File: config.mk
export PLATFORM = sky130hd
export DESIGN_NAME = sram_arbiter
export DESIGN_NICKNAME = d
export VERILOG_FILES = /design/src/rtl/sram_pkg.sv /design/src/rtl/rr_arb2.sv /design/src/rtl/sram_arbiter.sv
export SDC_FILE = /design/constraint.sdc
export NUM_CORES = 1
export LEC_CHECK = 0
export ABC_AREA = 1
export ABC_CLOCK_PERIOD_IN_PS = 3800
export CAP_MARGIN = 15
export CORE_AREA = 4 4 142 76
export CTS_CLUSTER_SIZE = 14
export DETAILED_ROUTE_END_ITERATION = 6
export DIE_AREA = 0 0 146 80
export PLACE_DENSITY = 0.86
export SYNTH_ARGS = -nofsm -noshare
export SYNTH_HDL_FRONTEND = slang
export SYNTH_SLANG_ARGS = --single-unit
export TNS_END_PERCENT = 1
File: constraint.sdc
create_clock -name clock -period 3.8 [get_ports clock]
set_input_delay 1.14 -clock clock [delete_from_list [all_inputs] [get_ports clock]]
set_output_delay 1.14 -clock clock [all_outputs]
set_load 0.02 [all_outputs]
File: src/rtl/sram_pkg.sv
// Shared definitions for the SRAM arbiter: default widths, owner encoding and command layout.
package sram_pkg;

  localparam int unsigned SRAM_AW = 8;
  localparam int unsigned SRAM_DW = 32;
  localparam int unsigned SRAM_SW = SRAM_DW / 8;

  typedef enum logic {
    OWN_A = 1'b0,
    OWN_B = 1'b1
  } owner_e;

  typedef struct packed {
    logic [SRAM_AW-1:0] adr;
    logic               wen;
    logic [SRAM_SW-1:0] wstrb;
    logic [SRAM_DW-1:0] wdata;
  } sram_cmd_t;

endpackage

File: src/rtl/rr_arb2.sv
// Two-way round-robin arbiter: combinational ready/grant plus the priority flop.
module rr_arb2
  import sram_pkg::*;
(
  input  logic i_clk,
  input  logic i_rst_n,
  input  logic i_req_a,
  input  logic i_req_b,
  output logic o_rdy_a,
  output logic o_rdy_b,
  output logic o_gnt_a,
  output logic o_gnt_b
);

  owner_e r_prio;
  owner_e w_prio_next;

  // A port's ready only looks at the other port's request, never at its own.
  always_comb begin
    o_rdy_a     = i_rst_n & (~i_req_b | (r_prio == OWN_A));
    o_rdy_b     = i_rst_n & (~i_req_a | (r_prio == OWN_B));
    o_gnt_a     = i_req_a & o_rdy_a;
    o_gnt_b     = i_req_b & o_rdy_b;
    w_prio_next = r_prio;
    if (o_gnt_a) begin
      w_prio_next = OWN_B;
    end else if (o_gnt_b) begin
      w_prio_next = OWN_A;
    end
  end

  always_ff @(posedge i_clk or negedge i_rst_n) begin
    if (!i_rst_n) begin
      r_prio <= OWN_A;
    end else begin
      r_prio <= w_prio_next;
    end
  end

endmodule

File: src/rtl/sram_arbiter.sv
// Round-robin arbiter and two-stage sequencer between two requesters and a synchronous SRAM.
module sram_arbiter
  import sram_pkg::*;
#(
  parameter int unsigned AW = SRAM_AW,
  parameter int unsigned DW = SRAM_DW,
  parameter int unsigned SW = DW / 8
) (
  input  logic          clock,
  input  logic          reset,
  input  logic          a_req_valid,
  output logic          a_req_ready,
  input  logic [AW-1:0] a_req_adr,
  input  logic          a_req_wen,
  input  logic [SW-1:0] a_req_wstrb,
  input  logic [DW-1:0] a_req_wdata,
  output logic          a_resp_valid,
  output logic [DW-1:0] a_resp_rdata,
  input  logic          b_req_valid,
  output logic          b_req_ready,
  input  logic [AW-1:0] b_req_adr,
  input  logic          b_req_wen,
  input  logic [SW-1:0] b_req_wstrb,
  input  logic [DW-1:0] b_req_wdata,
  output logic          b_resp_valid,
  output logic [DW-1:0] b_resp_rdata,
  output logic [AW-1:0] io_adr,
  output logic          io_cen,
  output logic          io_wen,
  output logic [SW-1:0] io_wstrb,
  output logic [DW-1:0] io_d,
  input  logic [DW-1:0] io_q
);

  typedef struct packed {
    logic [AW-1:0] adr;
    logic          wen;
    logic [SW-1:0] wstrb;
    logic [DW-1:0] wdata;
  } cmd_t;

  logic   w_gnt_a;
  logic   w_gnt_b;
  logic   w_gnt;
  cmd_t   w_cmd;
  cmd_t   r_cmd;
  logic   r_cen;
  owner_e r_own1;
  logic   r_v2;
  owner_e r_own2;

  rr_arb2 u_arb (
    .i_clk   (clock),
    .i_rst_n (reset),
    .i_req_a (a_req_valid),
    .i_req_b (b_req_valid),
    .o_rdy_a (a_req_ready),
    .o_rdy_b (b_req_ready),
    .o_gnt_a (w_gnt_a),
    .o_gnt_b (w_gnt_b)
  );

  assign w_gnt = w_gnt_a | w_gnt_b;

  // Reads carry zero strobes and data so the SRAM pins stay clean.
  always_comb begin
    w_cmd = '0;
    if (w_gnt_b) begin
      w_cmd.adr   = b_req_adr;
      w_cmd.wen   = b_req_wen;
      w_cmd.wstrb = b_req_wen ? b_req_wstrb : '0;
      w_cmd.wdata = b_req_wen ? b_req_wdata : '0;
    end else begin
      w_cmd.adr   = a_req_adr;
      w_cmd.wen   = a_req_wen;
      w_cmd.wstrb = a_req_wen ? a_req_wstrb : '0;
      w_cmd.wdata = a_req_wen ? a_req_wdata : '0;
    end
  end

  // r_cen doubles as the stage-1 tag valid bit.
  always_ff @(posedge clock or negedge reset) begin
    if (!reset) begin
      r_cmd  <= '0;
      r_cen  <= 1'b0;
      r_own1 <= OWN_A;
      r_v2   <= 1'b0;
      r_own2 <= OWN_A;
    end else begin
      r_cen <= w_gnt;
      if (w_gnt) begin
        r_cmd <= w_cmd;
      end
      r_own1 <= w_gnt_b ? OWN_B : OWN_A;
      r_v2   <= r_cen;
      r_own2 <= r_own1;
    end
  end

  assign io_adr   = r_cmd.adr;
  assign io_cen   = r_cen;
  assign io_wen   = r_cmd.wen;
  assign io_wstrb = r_cmd.wstrb;
  assign io_d     = r_cmd.wdata;

  assign a_resp_valid = r_v2 & (r_own2 == OWN_A);
  assign b_resp_valid = r_v2 & (r_own2 == OWN_B);
  assign a_resp_rdata = io_q;
  assign b_resp_rdata = io_q;

endmodule

==> results.yml, run 1 <==
synthesis:
  syn-num-nets: 710
  synth-seq-area-share: 0.337
  ys_ff_latch: 50
  dominantRegCellSynth: "dfrtp_1"
  yosys.area.top_type: "dfrtp_1"
  syn_area_mm2: 0.00371
  synth.distinct_cells: 16
  ys_warn_count: 0
  synth_top_area_frac: 0.337
  avgSynthCellArea_um2: 6.36
  synthTopCellsByArea: "dfrtp_1 34%, nand2_1 29%, buf_4 14%"
  synth_edf_count: 0
  syn_inst: 584
  async_reset_ff_frac: 1.00
worst_setup_path:
  r2r_slack_ps: 1700
  critPathBufInv: 2
  cpMostUsedCell: "clkdlybuf4s50_1"
  slowest_delay_ps: 650
  crit_chain: "clkdlybuf4s50_1, a21oi_1, clkdlybuf4s50_1"
  start_kind: "primary input"
  crit_arrival_ps: 2400
  cpLargestDelayFamily: "buffers and inverters"
  reg2reg_depth: 7
  crit_fanout: 2
  end_kind: "output pin"
  cp.required_ps: 2660
  r2r_start: "u_arb.r_prio"
  worst-setup-path-type: "primary input to output pin"
  r2r-end: "io_adr[4]"
  critical-path-slowest-cell: "clkdlybuf4s50_1"
timing:
  finalHoldViolations: 0
  tns_ps: 0
  finalSetupViolCount: 0
  tightest_slew_ps: 1020
  finalCritPeriodShare: 0.932
  fin_ws_ps: 260
  min_period_ps: 3540
  finClkSkew_ps: 2.60
  relSlewSlack: 0.318
  slew_violations: 0
  rsz0062_at_grt: "false"
  fmaxAchievable_mhz: 282
finish:
  syn2layout_area_growth_pct: 30.8
  fin_nets: 770
  drive_gt1_frac: 0.0775
  final_core_util: 0.519
  num-fill-cells: 848
  final_cell_area_mm2: 0.00486
  antenna_cells: 0
power_and_ir_drop:
  finalPower_w: 0.00192
  ir_drop_v: 0.000216
  leakage_nw: 2.84
  p_per_area_mw_per_mm2: 395
die:
  die_w_um: 146
  ios: 240
  initial_core_util: 0.397
  dieArea_mm2: 0.0117
  die_y_um: 80
  num_rows: 25
  core_mm2: 0.00935
flow_run:
  drv_cap: 0
clock_network:
  post_cts_resized: 0
  clock_latency_ps: 290
  cts_tree: "yes"
  ctsHoldBuffers: 0
  cts_setup_buffers: 0
  clockBufferDepth: 2
  cts.htree.levels: 2
  clk_pin_slew_ps: 70
  cts_buffers: 5
  cts_sinks: 50
  root_buffer: "clkbuf_16"
place:
  dpl_worst_slack_ps: 265
  hpwl_um: 7470
  dpl-instance-area_mm2: 0.00466
  gp_congestion: 0.838
  io_buffers: 143
global_routing:
  grt_pass1_wl_um: 16200
  overflow: 0
  antenna_found_initial: 0
  grt_max_degree: 89
  grt_pass1_vias: 3224
  grt.total_usage: 0.171
drt:
  antenna_left: 0
  drc: 0
  wl_per_cell_um: 13.8
  drt_iter0_markers: 220
  drt_pass1_iterations: 4
  viasPerCell: 4.49
  drt-total-wl_um: 10600
  num_vias: 3436
worst_hold_path:
  hp-class: "flop to flop"
  hold_path_startpoint: "r_own1"
  whs_path_depth: 0
  hold_end: "r_own2"
status:
  outcome: "finished, final reports clean"
worst max-delay path by stage:
stage / start / end / slack (ps) / cells after the start
after floorplan: reset / a_req_ready / 930 / 3
after global placement: b_req_valid / a_req_ready / 300 / 3
after detailed placement: b_req_valid / a_req_ready / 260 / 3
after CTS: b_req_valid / a_req_ready / 260 / 3
after global routing: b_req_valid / a_req_ready / 240 / 3
final: b_req_valid / a_req_ready / 260 / 3
stage by stage:
step	instances	hold slack, ps
floorplan	584	331
global placement	758	335
detailed placement	758	347
CTS	766	367
global route	766	378
finish	766	369
kinds of logic after synthesis:
family / synth area share
buf+inv: 0.281
compound gates: 0.0148
simple gates: 0.367
flops: 0.337
routing by layer:
metal / global-route usage / vias to the layer above / wire length, um
met5: 0 / - / 0
met4: 0.114 / 0 / 600
met3: 0.0255 / 56 / 509
met2: 0.309 / 83 / 5330
met1: 0.190 / 1519 / 4150
li1: - / 1778 / -
sequential cells by signal, indices dropped and copies added, names as in the netlist:
signal        count
io_adr            8
io_cen            1
io_d             32
io_wen            1
io_wstrb          4
r_own1            1
r_own2            1
r_v2              1
u_arb.r_prio      1
Yosys cell counts, types with 2 or more instances:
master,count
nand4_1,37
inv_1,64
buf_6,6
buf_4,67
dfrtp_1,50
inv_2,30
buf_2,22
clkbuf_1,3
nand3_1,3
o21ai_1,9
nand2_1,287
a21oi_1,2
worst reg2reg max path: stages, from the launching register on:
cell	delay (ps)
dfrtp_1	410
inv_2	100
nand2_4	260
nand3_4	340
nand2_2	100
inv_2	570
nand2_1	160
nand2_1	110
cell type report:
cell class                 count  area (um^2)  share of cell area
clock buffer                   5          125              0.0258
clock inverter                 3         68.8              0.0142
inverter                      94          353              0.0727
multi-input combinational    342         1420               0.292
sequential                    50         1250               0.258
tap                          121          151              0.0312
timing repair buffer         151         1490               0.307
power breakdown:
| group | switching [W] | total [W] | internal, W |
|---|---|---|---|
| sequential | 0.0000492 | 0.000669 | 0.000620 |
| combinational | 0.000362 | 0.000669 | 0.000308 |
| clock | 0.000199 | 0.000577 | 0.000378 |
cell usage in the layout (no fill, tap or decap):
cell / instances
a21oi_1: 2
buf_4: 9
bufinv_16: 2
clkbuf_16: 5
clkdlybuf4s50_1: 142
clkinv_4: 1
dfrtp_1: 50
inv_1: 64
inv_2: 30
nand2_1: 287
nand2_2: 1
nand2_4: 1
nand3_1: 3
nand3_4: 1
nand4_1: 37
nor2_1: 1
o21ai_1: 9
(Power assumes the default switching activity.)
==> run 2: changes to the inputs <==
--- a/config.mk
+++ b/config.mk
@@ -13,6 +13,8 @@
 export DETAILED_ROUTE_END_ITERATION = 6
 export DIE_AREA = 0 0 146 80
 export PLACE_DENSITY = 0.86
+export RECOVER_POWER = 100
+export REMOVE_ABC_BUFFERS = 1
 export SYNTH_ARGS = -nofsm -noshare
 export SYNTH_HDL_FRONTEND = slang
 export SYNTH_SLANG_ARGS = --single-unit
==> run 2 against run 1 <==
Effect of this change:
- register-to-register slack worse by 410 ps
- first-iteration DRC count is 30% higher
- sequential cell count stayed put
- cell count stayed put
- via count grew 8.4%
- critical path type unchanged
- critical endpoint unchanged
- largest cell class unchanged
- largest power group unchanged
==> results.yml, run 2 (same netlist as run 1, synthesis figures left out) <==
timing:
  finClkSkew_ps: 3.92
  finalHoldViolations: 0
  fmaxAchievable_mhz: 276
  fin_ws_ps: 182
  finalCritPeriodShare: 0.952
  tightest_slew_ps: 823
  finalSetupViolCount: 0
  finalHoldWorstSlack_ps: 359
  slew_violations: 0
  relSlewSlack: 0.451
  min_period_ps: 3620
  tns_ps: 0
  rsz0062_at_grt: "false"
worst_setup_path:
  worst-setup-path-type: "primary input to output pin"
  r2r_start: "u_arb.r_prio"
  startpoint: "b_req_valid"
  start_kind: "primary input"
  crit_arrival_ps: 2480
  cp.required_ps: 2660
  end_kind: "output pin"
  crit_fanout: 2
die:
  die_y_um: 80
  core_mm2: 0.00935
  initial_core_util: 0.397
  ios: 240
  num_rows: 25
  die_w_um: 146
  dieArea_mm2: 0.0117
power_and_ir_drop:
  switching_power_w: 0.000619
  p_clk_frac: 0.316
  swShare: 0.324
  p_int_w: 0.00129
  p_comb_frac: 0.335
  leakage_nw: 2.92
  ir_drop_v: 0.000208
  pwr-share-seq: 0.350
  p_per_area_mw_per_mm2: 394
finish:
  final_cell_mix: "287 x nand2_1, 92 x clkdlybuf4s50_1, 64 x inv_1, 50 x dfrtp_1, 50 x dlygate4sd3_1"
  antenna_cells: 0
  largest_register_ffs: 32
  layout_commonest_cell: "nand2_1"
  final_cell_area_mm2: 0.00484
  drive_gt1_frac: 0.0729
  fin_nets: 770
  syn2layout_area_growth_pct: 30.4
place:
  dpl_worst_slack_ps: 248
  dpl-instance-area_mm2: 0.00466
  gp_congestion: 0.858
  hpwl_um: 10300
  io_buffers: 143
global_routing:
  grt.total_usage: 0.233
  overflow: 0
  grt_pass1_wl_um: 20700
  grt_max_degree: 73
  grt_pass1_vias: 3534
  antenna_found_initial: 0
clock_network:
  clockBufferDepth: 2
  cts_sinks: 50
  cts_buffers: 5
  post_cts_resized: 0
  cts_tree: "yes"
  ctsHoldBuffers: 0
  root_buffer: "clkbuf_16"
  cts_setup_buffers: 0
  clock_latency_ps: 290
  cts.htree.levels: 2
  clk_pin_slew_ps: 70
drt:
  antenna_left: 0
  drt_iter0_markers: 285
  drc: 0
  num_vias: 3726
  drt-total-wl_um: 13900
  viasPerCell: 4.86
  drt_pass1_iterations: 5
  wl_per_cell_um: 18.1
flow_run:
  drv_cap: 0
status:
  outcome: "finished, final reports clean"
worst_hold_path:
  hp-class: "flop to flop"
  hold_path_startpoint: "r_own1"
==> run 2: layout make-up <==
type                       count  area, um^2
fill                         842        4510
clock inverter                 2        60.1
timing repair buffer         151        1480
sequential                    50        1250
inverter                      94         353
tap                          121         151
multi-input combinational    342        1410
clock buffer                   6         139
==> run 2: routing by layer <==
metal  up-vias  GRT usage  share of wire
li1       1780          -              -
met1      1731      0.270           0.39
met2       184      0.340           0.44
met3        28      0.157           0.14
met4         3     0.0694          0.023
met5         -     0.0864         0.0078
==> run 2: worst paths after layout <==
check | end | slack [ps] | depth (start not counted)
max | a_req_ready | 180 | 3
min | r_own2 | 360 | 0
max reg2reg | io_adr[4] | 1290 | 8
min reg2reg | r_own2 | 360 | 0
max in group asynchronous | io_d[13] | 1380 | 3
min in group asynchronous | io_d[11] | 1090 | 2
==> run 2: power groups by stage <==
stage	clock network [W]	registers [W]	logic, W
6_report	0.000602	0.000667	0.000639
5_1_grt	0.000630	0.000679	0.000694
4_1_cts	0.000605	0.000671	0.000677
3_5_place_dp	0	0.000679	0.000675
3_3_place_gp	0	0.000674	0.000666
2_1_floorplan	0	0.000779	0.000188
==> run 2: worst max-delay path, stage by stage <==
cell,delay (ps)
clkdlybuf4s50_1,440
a21oi_1,180
dlygate4sd3_1,720
==> run 2: stage by stage <==
stage	util	cells	power [W]
final	0.518	766	0.00191
after detailed placement	0.498	758	0.00135
after CTS	0.520	766	0.00195
after global placement	0.498	758	0.00134
after floorplan	-	486	0.000967
after global routing	0.518	766	0.00200
